### config.mk
export PLATFORM = sky130hd
export DESIGN_NAME = primogen_param
export DESIGN_NICKNAME = d
export VERILOG_FILES = /design/src/rtl/primogen_pkg.sv /design/src/rtl/primogen_rem.sv /design/src/rtl/primogen_param.sv
export SDC_FILE = /design/constraint.sdc
export NUM_CORES = 1
export LEC_CHECK = 0
export BUFFER_PORTS_ARGS = -buffer_cell sky130_fd_sc_hd__buf_2
export CAP_MARGIN = 15
export CORE_UTILIZATION = 40
export DETAILED_ROUTE_END_ITERATION = 16
export PLACE_DENSITY = 0.56
export SLEW_MARGIN = 40
export SYNTH_ARGS = -nofsm -noshare
export SYNTH_HDL_FRONTEND = slang
export SYNTH_SLANG_ARGS = --single-unit
### constraint.sdc
create_clock -name clk -period 3.42 [get_ports clk]
set_input_delay 0.342 -clock clk [delete_from_list [all_inputs] [get_ports clk]]
set_output_delay 0.342 -clock clk [all_outputs]
set_load 0.005 [all_outputs]
### src/rtl/primogen_pkg.sv
// Shared definitions for the primogen_param prime generator.
//   state_t      : search FSM states
//   RES_RESET    : value of res after reset
//   D0_*, STEP_* : first trial divisor and divisor step for each build
//   wheel_step   : candidate step from (c mod 6) to the next 6k+-1 value
//   mod6_shift / mod6_add : incremental residue-mod-6 helpers
// Build option: PRIMOGEN_WHEEL_EN selects the 6k+-1 wheel.
package primogen_pkg;

    typedef enum logic [2:0] {
        IDLE,
        NEXT,
        DIV_START,
        DIV_WAIT,
        CHECK
    } state_t;

    localparam int unsigned RES_RESET  = 1;
    localparam int unsigned D0_PLAIN   = 3;
    localparam int unsigned D0_WHEEL   = 5;
    localparam int unsigned STEP_SHORT = 2;
    localparam int unsigned STEP_LONG  = 4;

    // Step that moves a value with residue m (mod 6) to the next residue 1 or 5.
    function automatic logic [2:0] wheel_step(input logic [2:0] m);
        logic [2:0] st;
        case (m)
            3'd0:    st = 3'd1;
            3'd1:    st = 3'd4;
            3'd2:    st = 3'd3;
            3'd3:    st = 3'd2;
            3'd4:    st = 3'd1;
            default: st = 3'd2;
        endcase
        return st;
    endfunction

    // (2*r + b) mod 6, used to fold a number into its residue MSB first.
    function automatic logic [2:0] mod6_shift(input logic [2:0] r, input logic b);
        logic [3:0] t;
        t = {r, b};
        if (t >= 4'd6) t = t - 4'd6;
        return t[2:0];
    endfunction

    // (m + st) mod 6 for m < 6 and st <= 5.
    function automatic logic [2:0] mod6_add(input logic [2:0] m, input logic [2:0] st);
        logic [3:0] t;
        t = {1'b0, m} + {1'b0, st};
        if (t >= 4'd6) t = t - 4'd6;
        return t[2:0];
    endfunction

endpackage

### src/rtl/primogen_rem.sv
// Restoring remainder unit: rem = num mod den, one quotient bit per cycle.
//   clk, rst : clock, synchronous active-high reset
//   start    : launch (ignored while busy)
//   num, den : dividend / divisor (den must be non-zero)
//   done     : one-cycle pulse when rem is valid
//   rem      : remainder, held until the next launch
module primogen_rem #(
    parameter int unsigned WIDTH = 16
) (
    input  logic             clk,
    input  logic             rst,
    input  logic             start,
    input  logic [WIDTH-1:0] num,
    input  logic [WIDTH-1:0] den,
    output logic             done,
    output logic [WIDTH-1:0] rem
);
    localparam int unsigned CW = $clog2(WIDTH + 1);

    logic             busy;
    logic [CW-1:0]    cnt;
    logic [WIDTH-1:0] q;
    logic [WIDTH-1:0] dv;
    logic [WIDTH-1:0] r;
    logic [WIDTH:0]   r_sh;
    logic [WIDTH:0]   diff;

    // The partial remainder stays below den, so the shifted value needs one
    // extra bit; the top bit of the difference is the borrow.
    always_comb begin
        r_sh = {r, q[WIDTH-1]};
        diff = r_sh - {1'b0, dv};
    end

    always_ff @(posedge clk) begin
        if (rst) begin
            busy <= 1'b0;
            done <= 1'b0;
            cnt  <= '0;
            q    <= '0;
            dv   <= '0;
            r    <= '0;
        end else begin
            done <= 1'b0;
            if (busy) begin
                r   <= diff[WIDTH] ? r_sh[WIDTH-1:0] : diff[WIDTH-1:0];
                q   <= q << 1;
                cnt <= cnt - CW'(1);
                if (cnt == CW'(1)) begin
                    busy <= 1'b0;
                    done <= 1'b1;
                end
            end else if (start) begin
                busy <= 1'b1;
                q    <= num;
                dv   <= den;
                r    <= '0;
                cnt  <= CW'(WIDTH);
            end
        end
    end

    assign rem = r;

endmodule

### src/rtl/primogen_param.sv
// Sequential prime generator: each accepted go returns the smallest prime
// strictly greater than res, found by odd trial division.
//   clk, rst : clock, synchronous active-high reset (aborts any search)
//   go       : request next prime (taken when ready and no ld and no error)
//   ld, seed : load seed into res and clear error (taken when ready)
//   ready    : idle, res valid
//   error    : sticky, no larger prime fits in WIDTH bits
//   res      : current prime or loaded seed
// Build option: PRIMOGEN_WHEEL_EN restricts candidates and divisors to 6k+-1.
module primogen_param
    import primogen_pkg::*;
#(
    parameter int unsigned WIDTH = 16
) (
    input  logic             clk,
    input  logic             rst,
    input  logic             go,
    input  logic             ld,
    input  logic [WIDTH-1:0] seed,
    output logic             ready,
    output logic             error,
    output logic [WIDTH-1:0] res
);
    localparam int unsigned SQW = 2 * WIDTH;
`ifdef PRIMOGEN_WHEEL_EN
    localparam int unsigned D0 = D0_WHEEL;
`else
    localparam int unsigned D0 = D0_PLAIN;
`endif

    state_t           state, state_n;
    logic [WIDTH-1:0] res_n, cand, cand_n, d, d_n;
    logic [SQW-1:0]   sq, sq_n, d_ext;
    logic [2:0]       s, s_n;     // current divisor step (2 or 4)
    logic [2:0]       rm, rm_n;   // res mod 6
    logic [2:0]       cm, cm_n;   // cand mod 6
    logic [2:0]       seed_m6, step;
    logic [WIDTH:0]   sum;
    logic             error_n;
    logic             rem_start, rem_done;
    logic [WIDTH-1:0] rem_val;

    primogen_rem #(.WIDTH(WIDTH)) u_rem (
        .clk   (clk),
        .rst   (rst),
        .start (rem_start),
        .num   (cand),
        .den   (d),
        .done  (rem_done),
        .rem   (rem_val)
    );

    // The residue of res mod 6 is tracked so the wheel can align a freshly
    // loaded seed without a divider; only ld needs a full fold.
    always_comb begin
        seed_m6 = '0;
        for (int unsigned i = 0; i < WIDTH; i++)
            seed_m6 = mod6_shift(seed_m6, seed[WIDTH-1-i]);
    end

    always_comb begin
        state_n   = state;
        res_n     = res;
        error_n   = error;
        cand_n    = cand;
        cm_n      = cm;
        rm_n      = rm;
        d_n       = d;
        sq_n      = sq;
        s_n       = s;
        rem_start = 1'b0;
        d_ext     = {{WIDTH{1'b0}}, d};
`ifdef PRIMOGEN_WHEEL_EN
        step      = wheel_step(cm);
`else
        step      = cand[0] ? 3'(STEP_SHORT) : 3'd1;
`endif
        sum       = {1'b0, cand} + {{(WIDTH-2){1'b0}}, step};

        case (state)
            IDLE: begin
                if (ld) begin
                    res_n   = seed;
                    error_n = 1'b0;
                    rm_n    = seed_m6;
                end else if (go && !error) begin
                    cand_n  = res;
                    cm_n    = rm;
                    state_n = NEXT;
                end
            end
            NEXT: begin
                if (res < WIDTH'(2)) begin
                    res_n   = WIDTH'(2);
                    rm_n    = 3'd2;
                    state_n = IDLE;
                end else if (res == WIDTH'(2)) begin
                    res_n   = WIDTH'(3);
                    rm_n    = 3'd3;
                    state_n = IDLE;
                end else if (sum[WIDTH]) begin
                    error_n = 1'b1;
                    state_n = IDLE;
                end else begin
                    cand_n  = sum[WIDTH-1:0];
                    cm_n    = mod6_add(cm, step);
                    d_n     = WIDTH'(D0);
                    sq_n    = SQW'(D0 * D0);
                    s_n     = 3'(STEP_SHORT);
                    state_n = DIV_START;
                end
            end
            DIV_START: begin
                if (sq > {{WIDTH{1'b0}}, cand}) begin
                    res_n   = cand;
                    rm_n    = cm;
                    state_n = IDLE;
                end else begin
                    rem_start = 1'b1;
                    state_n   = DIV_WAIT;
                end
            end
            DIV_WAIT: begin
                if (rem_done) state_n = CHECK;
            end
            CHECK: begin
                if (rem_val == '0) begin
                    state_n = NEXT;
                end else begin
                    // (d+s)^2 = d^2 + 2*s*d + s^2 with s in {2,4}
                    d_n = d + WIDTH'(s);
                    if (s == 3'(STEP_LONG))
                        sq_n = sq + (d_ext << 3) + SQW'(16);
                    else
                        sq_n = sq + (d_ext << 2) + SQW'(4);
`ifdef PRIMOGEN_WHEEL_EN
                    s_n = (s == 3'(STEP_LONG)) ? 3'(STEP_SHORT) : 3'(STEP_LONG);
`endif
                    state_n = DIV_START;
                end
            end
            default: state_n = IDLE;
        endcase
    end

    always_ff @(posedge clk) begin
        if (rst) begin
            state <= IDLE;
            res   <= WIDTH'(RES_RESET);
            error <= 1'b0;
            cand  <= '0;
            cm    <= '0;
            rm    <= 3'(RES_RESET);
            d     <= '0;
            sq    <= '0;
            s     <= 3'(STEP_SHORT);
        end else begin
            state <= state_n;
            res   <= res_n;
            error <= error_n;
            cand  <= cand_n;
            cm    <= cm_n;
            rm    <= rm_n;
            d     <= d_n;
            sq    <= sq_n;
            s     <= s_n;
        end
    end

    assign ready = (state == IDLE);

endmodule

### Word-level counts from Yosys, hierarchy flattened

Index checks and enable logic that the tools add are counted.

* $add $sub $neg: 6
* order comparisons: 2
* eq/ne operators: 17
* muxes and demuxes: 49
* bitwise gates (word level): 1
* reductions and logical operators: 16

Operators with widths (number)
* $mux W16: 18
* $mux W32: 4
* $pmux W16 S2: 2
* $pmux W32 S2: 1
* $pmux W16 S3: 1
* $add A32 B18 Y32: 1
* $add A32 B3 Y32 const B: 1
* $gt A32 B16 Y1: 1
* $add A16 B2 Y17: 1
* $sub A17 B16 Y17: 1
* $add A16 B2 Y16 const B: 1
* $eq A16 B2 Y1 const B: 1
* $logic_not A16 Y1: 1
* $lt A16 B2 Y1 const B: 1
* $ne A2 B2 Y1 const B: 8
* $pmux W3 S5: 1
* $mux W2: 6
* $mux W1: 10
* $mux W5: 2
* $reduce_and A5 Y1: 2
* $mux W3: 3
* $eq A3 B2 Y1 const B: 2
* $reduce_and A6 Y1: 1
* $reduce_bool A2 Y1: 3
* other kinds (16): 18

* flip-flop bits (word level): 139
* output and inout port bits: 18
* word-level logic and storage cells: 104

### Depth between registers and ports, before layout

Gate-level depths: netlist of the first run.

* depth after elaboration: 6
* depth in mapped cells: 13
* mapped depth without buffers: 13

### By module

From an unflattened synthesis of the first run, not the netlist that was laid out.

* cells, all modules: 1072
* area total of the unflattened synthesis: 8687.1 um2

Modules (own cells, without submodules)
* primogen_param: instances 1, cells an instance 675, area each 5504.0 um2
* primogen_rem: instances 1, cells an instance 397, area each 3183.1 um2

### Worst setup path after synthesis of the first run

OpenSTA, ideal clock, no wires.

* path kind: register to register
* from: reg d[1]
* to: reg sq[29]
* library setup time: 0.117 ns
* arrival time: 2.754 ns
* required time: 3.303 ns
* setup slack: 0.549 ns
* cell stages (with the launch flop): 12
* cells stage by stage: dfxtp_1 > ha_1 > ha_1 > inv_1 > fa_1 > nor2b_1 > o2111ai_1 > a311oi_1 > o21ai_1 > a2111oi_0 > xnor2_1 > nor2_1

* cells in the longest elaborated chain, start to end: 4

Ends and longest elaborated chain
* from (decl): RTL line primogen_param.sv:32 `logic [WIDTH-1:0] res_n, cand, cand_n, d, d_n;`
* from (signal assigned): RTL line primogen_param.sv:164 `d <= d_n;`
* $add A32 B18 Y32: RTL line primogen_param.sv:135 `sq_n = sq + (d_ext << 2) + SQW'(4);`
* $add A32 B3 Y32: RTL line primogen_param.sv:135
* $mux W32: RTL line primogen_param.sv:127 `if (rem_val == '0) begin`
* $pmux W32 S2: RTL line primogen_param.sv:80 `case (state)`
* to (signal assigned): RTL line primogen_param.sv:165 `sq <= sq_n;`
* to (decl): RTL line primogen_param.sv:33 `logic [SQW-1:0] sq, sq_n, d_ext;`

No other way between the ends. The select of a mux whose other input is x is not followed.
A chain may end at the register's enable or synchronous reset.

### Final worst setup path of the first run

* from: reg sq[2]
* to: reg sq[29]

* cells in the longest elaborated chain, start to end: 4

Ends and longest elaborated chain (RTL line)
* $add A32 B18 Y32: primogen_param.sv:135
* $add A32 B3 Y32: primogen_param.sv:135
* $mux W32: primogen_param.sv:127
* $pmux W32 S2: primogen_param.sv:80

No other way between the ends. The select of a mux whose other input is x is not followed.

==> tab_implementation.tex, run 1 <==
\begin{tabular}{lr}
\hline
Metric & Value \\
\hline
\multicolumn{2}{l}{\textbf{Run}} \\
\quad Max-cap viol count & 0 \\
\multicolumn{2}{l}{\textbf{Detailed routing}} \\
\quad Antenna viol nets, final & 0 \\
\quad Number of design-rule violations left by the first detailed-router iteration & 462 \\
\quad Number of detailed-route iterations in the first pass & 5 \\
\quad Vias & 7,750 \\
\quad Drt total wl & 23.2 mm \\
\quad DRC violations left & 0 \\
\quad Via/cell ratio & 5.70 \\
\quad Wire per inst & 17.1 um \\
\multicolumn{2}{l}{\textbf{Setup path}} \\
\quad Nature of the critical path startpoint & flip-flop \\
\quad Most Frequent Cell on Critical Path & inv\_1 \\
\quad Ordered cell list for the critical path & inv\_1, ha\_1, inv\_1, ha\_1, inv\_1, fa\_1, nor2b\_1, o2111ai\_1, a311oi\_1, o21ai\_1, a2111oi\_0, xnor2\_1, nor2\_1 \\
\quad Element type at the critical path end & flip-flop \\
\quad Class of the most critical setup path & reg2reg \\
\quad Top delay family on crit path & compound AO/OA/AOI/OAI gates \\
\quad Arrival time of the worst setup path & 3.50 ns \\
\quad Total buffers and inverters traversed by the critical path & 3 \\
\quad Longest individual stage delay on the worst path & 0.54 ns \\
\quad Largest fanout on the critical path & 7 \\
\quad Standard cell with the maximum stage delay on the critical path & a2111oi\_0 \\
\quad Worst path required time & 3.73 ns \\
\multicolumn{2}{l}{\textbf{GRT}} \\
\quad Remaining Overflow, GRT & 0 \\
\quad Initial antenna violation count & 0 \\
\quad Pin count of the biggest net entering global routing & 59 \\
\quad Gr usage total & 21.9\% \\
\quad Via count of the first global-routing pass & 7,255 \\
\quad Global-route wire length before repair & 38.0 mm \\
\multicolumn{2}{l}{\textbf{Power}} \\
\quad Lkg Pwr & 3.99 nW \\
\quad Power density cells & 765 nW/um2 \\
\quad Worst VDD drop & 0.305 mV \\
\multicolumn{2}{l}{\textbf{Finish}} \\
\quad Antenna fix cells & 0 \\
\quad Synth-to-layout area growth & 14.0\% \\
\quad Share of final-layout standard cells stronger than drive strength 1 & 11.3\% \\
\quad Final Cell Area & 9670 um2 \\
\quad Number of nets in the finished design & 1,167 \\
\multicolumn{2}{l}{\textbf{Min path}} \\
\quad Path category of the worst min-delay check & in2reg \\
\multicolumn{2}{l}{\textbf{Placed design}} \\
\quad Number of buffers inserted by port buffering & 37 \\
\quad DP Area & 9050 um2 \\
\quad Final HPWL from detailed placement & 17.0 mm \\
\quad Final Wtd Congestion & 0.875 \\
\multicolumn{2}{l}{\textbf{Clock network}} \\
\quad Setup Buffers After CTS & 0 \\
\quad Worst-path clk slew & 0.06 ns \\
\quad CTS buffer count & 17 \\
\quad Worst-skew pair later-pin latency & 0.42 ns \\
\quad Number of buffers between clock root and the deepest sink & 2 \\
\quad Resized Gates After CTS & 0 \\
\quad Clock H-tree levels & 4 \\
\quad Count of hold buffers inserted by post-cts repair & 0 \\
\quad CTS tree & yes \\
\quad CTS sink count & 138 \\
\quad Root buffer cell & clkbuf\_16 \\
\multicolumn{2}{l}{\textbf{STA}} \\
\quad Number of hold violations in the final report & 0 \\
\quad Worst slew margin relative to its limit & 47.2\% \\
\quad Worst clock skew & 0.0110 ns \\
\quad Final count of pins violating max slew & 0 \\
\quad Ratio of final minimum period to clock period & 93.2\% \\
\quad Setup repair after global routing missed its margin & no \\
\quad Total Negative Setup Slacks & 0 ns \\
\quad Highest clock frequency the design can meet & 314 MHz \\
\quad Slew @ Worst Pin & 0.792 ns \\
\quad Final setup viols & 0 \\
\quad Final critical delay including setup and external delays & 3.19 ns \\
\multicolumn{2}{l}{\textbf{Die}} \\
\quad Die footprint & 21,800 um2 \\
\quad CORE AREA & 20,500 um2 \\
\quad IO Pins & 38 \\
\quad Horizontal die dimension & 148 um \\
\quad Floorplan die height & 148 um \\
\quad Number of core rows & 52 \\
\quad Initial core utilization & 41.4\% \\
\multicolumn{2}{l}{\textbf{Yosys}} \\
\quad Commonest register cell after synthesis & dfxtp\_1 \\
\quad Largest cells by area after synthesis & dfxtp\_1 (33\%), ha\_1 (10\%), nor2\_1 (5.2\%), nand2\_1 (3.3\%), a21oi\_1 (3.1\%) \\
\quad Async SR Flop Fraction & 0\% \\
\quad Mean instance size in the synthesized netlist & 8.12 um2 \\
\quad Dominant cell by count in the synthesized netlist & dfxtp\_1 \\
\quad Synth area leader & dfxtp\_1 \\
\quad Post-Synthesis Cells & 1,044 \\
\quad FF+latch count, synth & 138 \\
\quad Net Count, Synth & 1,134 \\
\quad Number of distinct library cell variants in the gate-level netlist after synthesis & 72 \\
\quad Number of enable flip-flop cells after synthesis & 0 \\
\quad Portion of synthesized cell area occupied by the leading cell type & 32.6\% \\
\quad Ys Warns & 0 \\
\quad Sequential share of the synthesized area & 32.6\% \\
\quad Total standard cell area after synthesis & 8480 um2 \\
\quad Most used standard cells in the synthesized netlist & dfxtp\_1 (138), nor2\_1 (118), nand2\_1 (75) \\
\multicolumn{2}{l}{\textbf{Status}} \\
\quad Outcome & finished clean \\
\hline
\end{tabular}
state kept, by name (all words and copies together) (netlist names):
name        cells
error           1
d              16
u_rem.cnt       5
sq             31
state           3
u_rem.dv       16
u_rem.rem      16
u_rem.busy      1
res            16
cand           16
u_rem.done      1
u_rem.q        16
logic make-up (layout without fill, tap and decap cells):
group                      after synthesis  after routing  synth area share [%]
buffers and inverters                  116            162                  5.63
DFF                                    138            138                  32.6
adders and majority gates               70             70                  10.5
and+or+nand+nor                        403            403                  23.8
AOI/OAI and AO/OA                      262            262                  21.5
muxes                                   21             21                  2.49
xor gates and xnor gates                34             34                  3.51
final cells by class:
type / instances / area [um2]
repair buffers: 74 / 475
flip-flops and latches: 138 / 2760
multi-input cells: 790 / 5280
well taps: 270 / 338
clock buffers: 17 / 425
clock inverters: 15 / 180
fillers: 2050 / 10800
inverters: 56 / 210
path summary, 6_finish.rpt:
check / startpoint / to / cells past startpoint / slack (ns)
setup reg to reg: sq[2]$_SDFFE_PP0P_ / sq[29]$_SDFFE_PP0P_ / 13 / 0.23
hold reg to reg: d[0]$_SDFFE_PP0P_ / u_rem.dv[0]$_SDFFE_PP0P_ / 2 / 0.45
setup / recovery: sq[2]$_SDFFE_PP0P_ / sq[29]$_SDFFE_PP0P_ / 13 / 0.23
hold / removal: ld / error$_SDFFE_PP0P_ / 4 / 0.29
layer usage:
layer,wire [um],GRT usage (%),part of all wire (%),vias up
met5,0,0,0,-
met1,11700,31.3,51,3631
li1,-,-,-,3930
met2,9930,32.6,43,169
met4,280,5.77,1.2,0
met3,1270,5.28,5.5,20
tightest hold or removal path, cell delays in order:
cell	delay, ns
buf_2	0.12
nand2_1	0.06
a22oi_1	0.08
nor2_1	0.07
where the power goes:
part	leakage (nW)	switching, mW	internal, mW	total [mW]
combinational	2.58	2.00	1.28	3.28
sequential	1.12	0.312	1.89	2.21
clock	0.294	0.813	1.11	1.92
metrics by stage:
stage	power [mW]	setup slack, ns	utilization [%]	instances	hold slack [ns]
after floorplan	4.42	0.549	-	1044	0.432
after global placement	5.47	0.353	44.2	1328	0.446
after detailed placement	5.46	0.276	44.2	1328	0.446
after CTS	7.42	0.246	47.1	1360	0.272
after global routing	7.94	0.0150	47.2	1360	0.289
final	7.40	0.231	47.2	1360	0.286
cells in the final DEF (no fill, tap or decap), types with 5 or more instances in the layout:
cell,count
dfxtp_1,137
and2_1,7
nor2b_1,10
a221o_1,9
nand4_1,17
a21oi_1,52
nand2_1,75
nor4_1,29
o211ai_1,9
o21bai_1,6
or3_1,14
nor3_1,48
ha_1,68
a31oi_1,7
xor2_1,13
or4_1,5
a211oi_1,29
o21a_1,10
inv_1,55
o2111ai_1,5
buf_4,36
mux2i_1,20
nand3_1,21
and4_1,8
buf_2,37
a22oi_1,26
nand2b_1,7
a221oi_1,5
a21o_1,15
o31ai_1,9
nor2_1,118
xnor2_1,21
clkbuf_16,17
and3_1,27
o21ai_0,35
inv_8,5
a22o_1,6
No activity file was read; power rests on OpenSTA's default activity.
==> run 2, diff against run 1 <==
- REMOVE_ABC_BUFFERS: not set -> 1
- SYNTH_HIERARCHICAL: not set -> 1
==> run 2 against run 1 <==
Against the previous run:
- non-clock buffer count shrank 5
- synthesized cell count grew 2.7%
- clock skew shrank 0.0025 ns
- sequential share of layout area shrank 0.39 points
- clock power grew 3%
- fmax grew 0.86%
- via count grew 0.79%
- hold slack lost 0.043 ns
==> tab_implementation.tex, run 2 <==
\begin{tabular}{lr}
\hline
Metric & Value \\
\hline
\multicolumn{2}{l}{\textbf{Finish}} \\
\quad Largest Register & sq (unchanged) \\
\quad Final standard cell count with taps included and fillers excluded & 1,391 (was 1,360) \\
\quad Share of final-layout standard cells stronger than drive strength 1 & 12.9\% (was 11.3\%) \\
\quad Register cell area after layout & 2760 um2 (about the same) \\
\quad Flip-flop count of the largest register after layout & 31 (unchanged) \\
\quad Number of nets in the finished design & 1,193 (was 1,167) \\
\quad Top library cells by usage in the layout, fill and taps aside & dfxtp\_1 (138), nand2\_1 (116), a21oi\_1 (114), nor2\_1 (101), ha\_1 (68) (was dfxtp\_1 (137), nor2\_1 (118), nand2\_1 (75), ha\_1 (68), inv\_1 (55)) \\
\quad Commonest non-fill, non-tap cell in the layout & dfxtp\_1 (unchanged) \\
\quad Synth-to-layout area growth & 12.8\% (was 14.0\%) \\
\quad Number of fillers in the final layout & 2,133 (was 2,050) \\
\quad Multi-input combinational cell area & 5460 um2 (was 5280 um2) \\
\quad Antenna fix cells & 0 (unchanged) \\
\multicolumn{2}{l}{\textbf{Clock network}} \\
\quad CTS buffer count & 17 (unchanged) \\
\quad Worst-skew pair later-pin latency & 0.43 ns (was 0.42 ns) \\
\quad CTS tree & yes (unchanged) \\
\quad Root buffer cell & clkbuf\_16 (unchanged) \\
\quad CTS sink count & 138 (unchanged) \\
\quad Setup Buffers After CTS & 0 (unchanged) \\
\quad Worst-path clk slew & 0.07 ns (was 0.06 ns) \\
\quad Number of buffers between clock root and the deepest sink & 2 (unchanged) \\
\quad Clock H-tree levels & 4 (unchanged) \\
\multicolumn{2}{l}{\textbf{Setup path}} \\
\quad Worst path required time & 3.74 ns (was 3.73 ns) \\
\quad Top delay family on crit path & simple AND/OR/NAND/NOR gates (was compound AO/OA/AOI/OAI gates) \\
\quad Arrival time of the worst setup path & 3.48 ns (was 3.50 ns) \\
\quad Largest fanout on the critical path & 13 (was 7) \\
\quad Element type at the critical path end & flip-flop (unchanged) \\
\quad Class of the most critical setup path & reg2reg (unchanged) \\
\quad Most Frequent Cell on Critical Path & ha\_1 (was inv\_1) \\
\quad Longest individual stage delay on the worst path & 0.61 ns (was 0.54 ns) \\
\quad Standard cell with the maximum stage delay on the critical path & nor3\_2 (was a2111oi\_0) \\
\quad Total buffers and inverters traversed by the critical path & 0 (was 3) \\
\quad Nature of the critical path startpoint & flip-flop (unchanged) \\
\quad Ordered cell list for the critical path & ha\_1, ha\_1, nand2\_1, or4b\_1, o21ai\_0, a21oi\_2, nor3\_2, nor4b\_1, mux2\_2 (was inv\_1, ha\_1, inv\_1, ha\_1, inv\_1, fa\_1, nor2b\_1, o2111ai\_1, a311oi\_1, o21ai\_1, a2111oi\_0, xnor2\_1, nor2\_1) \\
\multicolumn{2}{l}{\textbf{Yosys}} \\
\quad Number of distinct library cell variants in the gate-level netlist after synthesis & 84 (was 72) \\
\quad Async SR Flop Fraction & 0\% (unchanged) \\
\quad Ys Warns & 6 (was 0) \\
\quad Most used standard cells in the synthesized netlist & dfxtp\_1 (138), nand2\_1 (116), a21oi\_1 (115) (was dfxtp\_1 (138), nor2\_1 (118), nand2\_1 (75)) \\
\quad Synth area leader & dfxtp\_1 (unchanged) \\
\quad Total standard cell area after synthesis & 8690 um2 (was 8480 um2) \\
\quad Mean instance size in the synthesized netlist & 8.10 um2 (was 8.12 um2) \\
\quad Dominant cell by count in the synthesized netlist & dfxtp\_1 (unchanged) \\
\quad FF+latch count, synth & 138 (unchanged) \\
\quad Sequential share of the synthesized area & 31.8\% (was 32.6\%) \\
\quad Portion of synthesized cell area occupied by the leading cell type & 31.8\% (was 32.6\%) \\
\quad Largest cells by area after synthesis & dfxtp\_1 (32\%), ha\_1 (9.8\%), a21oi\_1 (6.6\%), nand2\_1 (5.0\%), nor2\_1 (4.4\%) (was dfxtp\_1 (33\%), ha\_1 (10\%), nor2\_1 (5.2\%), nand2\_1 (3.3\%), a21oi\_1 (3.1\%)) \\
\quad Number of enable flip-flop cells after synthesis & 0 (unchanged) \\
\quad Post-Synthesis Cells & 1,072 (was 1,044) \\
\quad Commonest register cell after synthesis & dfxtp\_1 (unchanged) \\
\multicolumn{2}{l}{\textbf{GRT}} \\
\quad Global-route track usage on met2 & 34.4\% (was 32.6\%) \\
\quad Fraction of met3 tracks used by global routing & 4.13\% (was 5.28\%) \\
\quad Gr usage total & 22.0\% (was 21.9\%) \\
\quad Pin count of the biggest net entering global routing & 47 (was 59) \\
\quad Via count of the first global-routing pass & 7,344 (was 7,255) \\
\quad Initial antenna violation count & 0 (unchanged) \\
\quad Global-route wire length before repair & 38.6 mm (was 38.0 mm) \\
\quad Global route hottest layer & met2 (unchanged) \\
\quad Remaining Overflow, GRT & 0 (unchanged) \\
\quad Met1 Usage GRT & 30.7\% (was 31.3\%) \\
\multicolumn{2}{l}{\textbf{Detailed routing}} \\
\quad Number of design-rule violations left by the first detailed-router iteration & 441 (was 462) \\
\quad Via/cell ratio & 5.62 (was 5.70) \\
\quad Antenna viol nets, final & 0 (unchanged) \\
\quad Drt total wl & 23.8 mm (was 23.2 mm) \\
\quad Vias & 7,811 (was 7,750) \\
\quad Number of detailed-route iterations in the first pass & 5 (unchanged) \\
\quad Wire per inst & 17.1 um (about the same) \\
\quad DRC violations left & 0 (unchanged) \\
\multicolumn{2}{l}{\textbf{Placed design}} \\
\quad Setup slack at placement & 0.292 ns (was 0.276 ns) \\
\quad Number of buffers inserted by port buffering & 37 (unchanged) \\
\quad Number of cells in the design after placement & 1,359 (was 1,328) \\
\quad Final HPWL from detailed placement & 17.6 mm (was 17.0 mm) \\
\quad Final Wtd Congestion & 0.839 (was 0.875) \\
\multicolumn{2}{l}{\textbf{STA}} \\
\quad Setup slack of the critical path after layout & 0.259 ns (was 0.231 ns) \\
\quad Worst slew margin relative to its limit & 53.8\% (was 47.2\%) \\
\quad Number of hold violations in the final report & 0 (unchanged) \\
\quad Setup repair after global routing missed its margin & no (unchanged) \\
\quad Worst clock skew & 0.00857 ns (was 0.0110 ns) \\
\quad Final critical delay including setup and external delays & 3.16 ns (was 3.19 ns) \\
\quad Ratio of final minimum period to clock period & 92.4\% (was 93.2\%) \\
\quad Slew @ Worst Pin & 0.690 ns (was 0.792 ns) \\
\quad Highest clock frequency the design can meet & 316 MHz (was 314 MHz) \\
\quad Final setup viols & 0 (unchanged) \\
\quad Final count of pins violating max slew & 0 (unchanged) \\
\multicolumn{2}{l}{\textbf{Run}} \\
\quad Max-cap viol count & 0 (unchanged) \\
\multicolumn{2}{l}{\textbf{Die}} \\
\quad IO Pins & 38 (unchanged) \\
\quad Number of core rows & 53 (was 52) \\
\quad CORE AREA & 21,200 um2 (was 20,500 um2) \\
\quad Initial core utilization & 41.1\% (was 41.4\%) \\
\quad Horizontal die dimension & 149 um (was 148 um) \\
\quad Die footprint & 22,300 um2 (was 21,800 um2) \\
\quad Floorplan die height & 149 um (was 148 um) \\
\multicolumn{2}{l}{\textbf{Power}} \\
\quad Lkg Pwr & 4.03 nW (was 3.99 nW) \\
\quad Power density cells & 598 nW/um2 (was 765 nW/um2) \\
\quad Worst VDD drop & 0.607 mV (was 0.305 mV) \\
\multicolumn{2}{l}{\textbf{Min path}} \\
\quad Path category of the worst min-delay check & in2reg (unchanged) \\
\multicolumn{2}{l}{\textbf{Status}} \\
\quad Outcome & finished clean (unchanged) \\
\hline
\end{tabular}
run 2: cell types whose count changed after synthesis, moves of 13 or more:
cell and delta:
a21oi_1 +63, nor4_1 -16, o21ai_1 +16, nand2_1 +41, a211oi_1 -21, nor3_1 -25
and3_1 -13, nor2_1 -16
run 2: power by group:
part | switching (mW) | leakage (nW) | total, mW | internal (mW)
Combinational | 1.12 | 2.61 | 1.83 | 0.711
Clock | 0.801 | 0.299 | 1.97 | 1.17
Sequential | 0.270 | 1.12 | 2.06 | 1.79
Total | 2.19 | 4.03 | 5.86 | 3.67
run 2: area by class of cell:
| class | instances | share of cell area (%) |
|---|---|---|
| sequential | 138 | 28.2 |
| tap | 275 | 3.51 |
| timing repair buffer | 69 | 4.37 |
| clock buffer | 18 | 4.38 |
| multi-input combinational | 827 | 55.7 |
| clock inverter | 14 | 1.90 |
| inverter | 50 | 1.92 |
run 2: timing repair:
| item | 4_1_cts | 5_1_grt |
|---|---|---|
| endpoints found under the setup margin | 0 | 1 |
| hold buffers | 0 | 0 |
| resized for setup | 0 | 1 |
| endpoints found under the hold margin | 0 | 0 |
run 2: routing by layer:
metal	routed length, um	part of all wire (%)	vias to the layer above
li1	-	-	3953
met1	11900	50	3705
met2	10500	44	132
met3	1160	4.9	21
met4	255	1.1	0
met5	0	0	-
run 2: final timing paths:
kind,start,endpoint,slack [ns],cells past startpoint
worst min register to register,u_rem/dv[9]$_SDFFE_PP0P_,u_rem/dv[9]$_SDFFE_PP0P_,0.45,2
worst max-delay path,d[8]$_SDFFE_PP0P_,sq[29]$_SDFFE_PP0P_,0.26,9
worst max register to register,d[8]$_SDFFE_PP0P_,sq[29]$_SDFFE_PP0P_,0.26,9
worst min-delay path,seed[0],res[0]$_SDFFE_PP1P_,0.24,3
run 2: cells by family after synthesis:
| group | count (synthesis) | synth area share (%) |
|---|---|---|
| and+or+nand+nor | 385 | 21.8 |
| AOI/OAI and AO/OA | 307 | 23.6 |
| DFF | 138 | 31.8 |
| buffers and inverters | 107 | 5.43 |
| adders and majority gates | 70 | 10.3 |
| xor gates and xnor gates | 33 | 3.33 |
| muxes | 32 | 3.70 |
run 2: worst reg2reg max path, delay by kind of cell, from the launching register on:
family | cells | cell delay (ns)
AND/OR/NAND/NOR | 4 | 1.33
flip-flops | 1 | 0.35
adder cells (fa/ha/maj) | 2 | 0.67
multiplexers | 1 | 0.30
AO/OA/AOI/OAI | 2 | 0.42
run 2: metrics by stage:
step / cell area [um2] / power (mW) / utilization (%) / TNS, ns / hold slack [ns]
after floorplan: 8400 / 3.21 / - / -4.26 / 0.407
after global placement: 9180 / 3.89 / 43.4 / 0 / 0.443
after global routing: 9800 / 6.17 / 46.3 / 0 / 0.275
after detailed placement: 9180 / 3.90 / 43.4 / 0 / 0.450
final: 9800 / 5.86 / 46.3 / 0 / 0.243
after CTS: 9790 / 5.87 / 46.3 / 0 / 0.242
==> run 3, diff against run 2 <==
- RECOVER_POWER: not set -> 25
==> run 3 against run 2 <==
Against the previous run:
- sequential share of layout area grew 0.11 points
- count of clock-buffer cells in the layout is the same
- total power shrank 0.25%
- critical path depth shrank 1
- hold slack gained 0.0050 ns
- cell area shrank 0.38%
- global-route usage is the same
- critical path type unchanged
- largest power group unchanged
==> tab_implementation.tex, run 3 (same netlist as run 2, synthesis figures left out) <==
\begin{tabular}{lr}
\hline
Metric & Value \\
\hline
\multicolumn{2}{l}{\textbf{Status}} \\
\quad Outcome & finished clean (unchanged) \\
\multicolumn{2}{l}{\textbf{Power}} \\
\quad Lkg Pwr & 4.01 nW (was 4.03 nW) \\
\quad Power density cells & 599 nW/um2 (was 598 nW/um2) \\
\quad Worst VDD drop & 0.610 mV (was 0.607 mV) \\
\multicolumn{2}{l}{\textbf{Die}} \\
\quad Initial core utilization & 41.1\% (unchanged) \\
\quad CORE AREA & 21,200 um2 (unchanged) \\
\quad Horizontal die dimension & 149 um (unchanged) \\
\quad Die footprint & 22,300 um2 (unchanged) \\
\quad Number of core rows & 53 (unchanged) \\
\quad Floorplan die height & 149 um (unchanged) \\
\quad IO Pins & 38 (unchanged) \\
\multicolumn{2}{l}{\textbf{Min path}} \\
\quad Path category of the worst min-delay check & in2reg (unchanged) \\
\quad Start point of the worst hold path & seed[0] (unchanged) \\
\multicolumn{2}{l}{\textbf{STA}} \\
\quad Ratio of final minimum period to clock period & 93.8\% (was 92.4\%) \\
\quad Final setup viols & 0 (unchanged) \\
\quad Final count of pins violating max slew & 0 (unchanged) \\
\quad Final critical delay including setup and external delays & 3.21 ns (was 3.16 ns) \\
\quad Post-route worst hold slack & 0.248 ns (was 0.243 ns) \\
\quad Setup repair after global routing missed its margin & no (unchanged) \\
\quad Slew @ Worst Pin & 0.981 ns (was 0.690 ns) \\
\quad Setup slack of the critical path after layout & 0.212 ns (was 0.259 ns) \\
\quad Worst slew margin relative to its limit & 34.6\% (was 53.8\%) \\
\quad Number of hold violations in the final report & 0 (unchanged) \\
\quad Total Negative Setup Slacks & 0 ns (unchanged) \\
\quad Highest clock frequency the design can meet & 312 MHz (was 316 MHz) \\
\quad Worst clock skew & 0.00808 ns (was 0.00857 ns) \\
\multicolumn{2}{l}{\textbf{Detailed routing}} \\
\quad Wire per inst & 17.1 um (about the same) \\
\quad Number of detailed-route iterations in the first pass & 5 (unchanged) \\
\quad Routed met2 length & 10.6 mm (was 10.5 mm) \\
\quad Metal1 wirelength & 11.9 mm (about the same) \\
\quad Vias & 7,803 (was 7,811) \\
\quad Number of design-rule violations left by the first detailed-router iteration & 413 (was 441) \\
\quad Via/cell ratio & 5.61 (was 5.62) \\
\quad Drt total wl & 23.8 mm (about the same) \\
\quad Antenna viol nets, final & 0 (unchanged) \\
\quad Top sig layer & met4 (unchanged) \\
\quad Met3 WL post-DR & 1.15 mm (was 1.16 mm) \\
\quad DRC violations left & 0 (unchanged) \\
\multicolumn{2}{l}{\textbf{Finish}} \\
\quad Flip-flop count of the largest register after layout & 31 (unchanged) \\
\quad Number of fillers in the final layout & 2,142 (was 2,133) \\
\quad Share of final-layout standard cells stronger than drive strength 1 & 12.3\% (was 12.9\%) \\
\quad Largest Register & sq (unchanged) \\
\quad Top library cells by usage in the layout, fill and taps aside & dfxtp\_1 (138), nand2\_1 (116), a21oi\_1 (115), nor2\_1 (101), ha\_1 (68) (was dfxtp\_1 (138), nand2\_1 (116), a21oi\_1 (114), nor2\_1 (101), ha\_1 (68)) \\
\quad Antenna fix cells & 0 (unchanged) \\
\quad Register cell area after layout & 2760 um2 (unchanged) \\
\quad Multi-input combinational cell area & 5440 um2 (was 5460 um2) \\
\quad Synth-to-layout area growth & 12.3\% (was 12.8\%) \\
\quad Number of nets in the finished design & 1,193 (unchanged) \\
\quad Final standard cell count with taps included and fillers excluded & 1,391 (unchanged) \\
\quad Commonest non-fill, non-tap cell in the layout & dfxtp\_1 (unchanged) \\
\multicolumn{2}{l}{\textbf{Setup path}} \\
\quad Reg2Reg Launch Point & cand[0]\$\_SDFFE\_PP0P\_ (was d[8]\$\_SDFFE\_PP0P\_) \\
\quad Class of the most critical setup path & reg2reg (unchanged) \\
\quad Worst setup startpoint & cand[0]\$\_SDFFE\_PP0P\_ (was d[8]\$\_SDFFE\_PP0P\_) \\
\quad Largest fanout on the critical path & 32 (was 13) \\
\quad Nature of the critical path startpoint & flip-flop (unchanged) \\
\quad Element type at the critical path end & flip-flop (unchanged) \\
\quad Arrival time of the worst setup path & 3.51 ns (was 3.48 ns) \\
\quad Worst path required time & 3.72 ns (was 3.74 ns) \\
\multicolumn{2}{l}{\textbf{Clock network}} \\
\quad Worst-skew pair later-pin latency & 0.43 ns (about the same) \\
\quad Number of buffers between clock root and the deepest sink & 2 (unchanged) \\
\quad Setup Buffers After CTS & 0 (unchanged) \\
\quad Root buffer cell & clkbuf\_16 (unchanged) \\
\quad Clock H-tree levels & 4 (unchanged) \\
\quad CTS tree & yes (unchanged) \\
\quad CTS buffer count & 17 (unchanged) \\
\quad Worst-path clk slew & 0.06 ns (was 0.07 ns) \\
\quad CTS sink count & 138 (unchanged) \\
\multicolumn{2}{l}{\textbf{Placed design}} \\
\quad Number of buffers inserted by port buffering & 37 (unchanged) \\
\quad Number of cells in the design after placement & 1,359 (unchanged) \\
\quad Final Wtd Congestion & 0.839 (unchanged) \\
\quad Final HPWL from detailed placement & 17.6 mm (unchanged) \\
\quad Setup slack at placement & 0.292 ns (unchanged) \\
\multicolumn{2}{l}{\textbf{GRT}} \\
\quad Via count of the first global-routing pass & 7,344 (unchanged) \\
\quad Global-route wire length before repair & 38.6 mm (unchanged) \\
\quad Pin count of the biggest net entering global routing & 47 (unchanged) \\
\quad Gr usage total & 22.0\% (unchanged) \\
\quad Remaining Overflow, GRT & 0 (unchanged) \\
\quad Initial antenna violation count & 0 (unchanged) \\
\multicolumn{2}{l}{\textbf{Run}} \\
\quad Max-cap viol count & 0 (unchanged) \\
\hline
\end{tabular}
==> run 3: changes by cell type in the layout (fill, tap and decap cells not counted), sizes merged <==
cell	before	now
buf	69	63
clkbuf	18	24
==> run 3: final cells by class <==
class	instances	area share, %
Clock buffer	18	4.40
Clock inverter	14	1.91
Inverter	50	1.92
Multi-Input combinational cell	827	55.7
Sequential cell	138	28.3
Tap cell	275	3.53
Timing Repair Buffer	69	4.23
==> run 3: metrics by stage <==
stage	util, %	power (mW)	cell area [um2]
3_3_place_gp	43.4	3.89	9180
3_5_place_dp	43.4	3.90	9180
6_report	46.1	5.84	9760
5_1_grt	46.1	6.16	9760
2_1_floorplan	-	3.21	8400
4_1_cts	46.3	5.87	9790
==> run 3: worst paths after layout <==
kind	slack [ns]	end	cells after the start
setup / recovery	0.21	cand[13]$_SDFFE_PP0P_	8
hold / removal	0.25	res[0]$_SDFFE_PP1P_	3
setup reg to reg	0.21	cand[13]$_SDFFE_PP0P_	8
hold reg to reg	0.45	u_rem/dv[9]$_SDFFE_PP0P_	2
==> run 3: critical path: stages (launching register included) <==
cell and delay, ns:
dfxtp_1 0.55, ha_1 0.28, nand3_1 0.19, nor4_1 0.57
clkbuf_1 0.33, nand2_1 0.08, and3_1 0.18, clkbuf_2 0.38
a2111oi_0 0.50
==> run 3: timing repair <==
item | 4_1_cts | 5_1_grt
setup endpoints to repair | 0 | 1
resized for setup | 0 | 1
hold buffers | 0 | 0
==> run 3: layer usage <==
| layer | vias up | GRT usage [%] |
|---|---|---|
| met5 | - | 0 |
| met4 | 0 | 6.12 |
| met3 | 19 | 4.13 |
| met2 | 151 | 34.4 |
| met1 | 3686 | 30.7 |
| li1 | 3947 | - |
==> run 3: where the power goes <==
part	internal, mW	switching [mW]	leakage (nW)
Clock	1.17	0.801	0.299
Combinational	0.700	1.12	2.59
Sequential	1.79	0.268	1.12
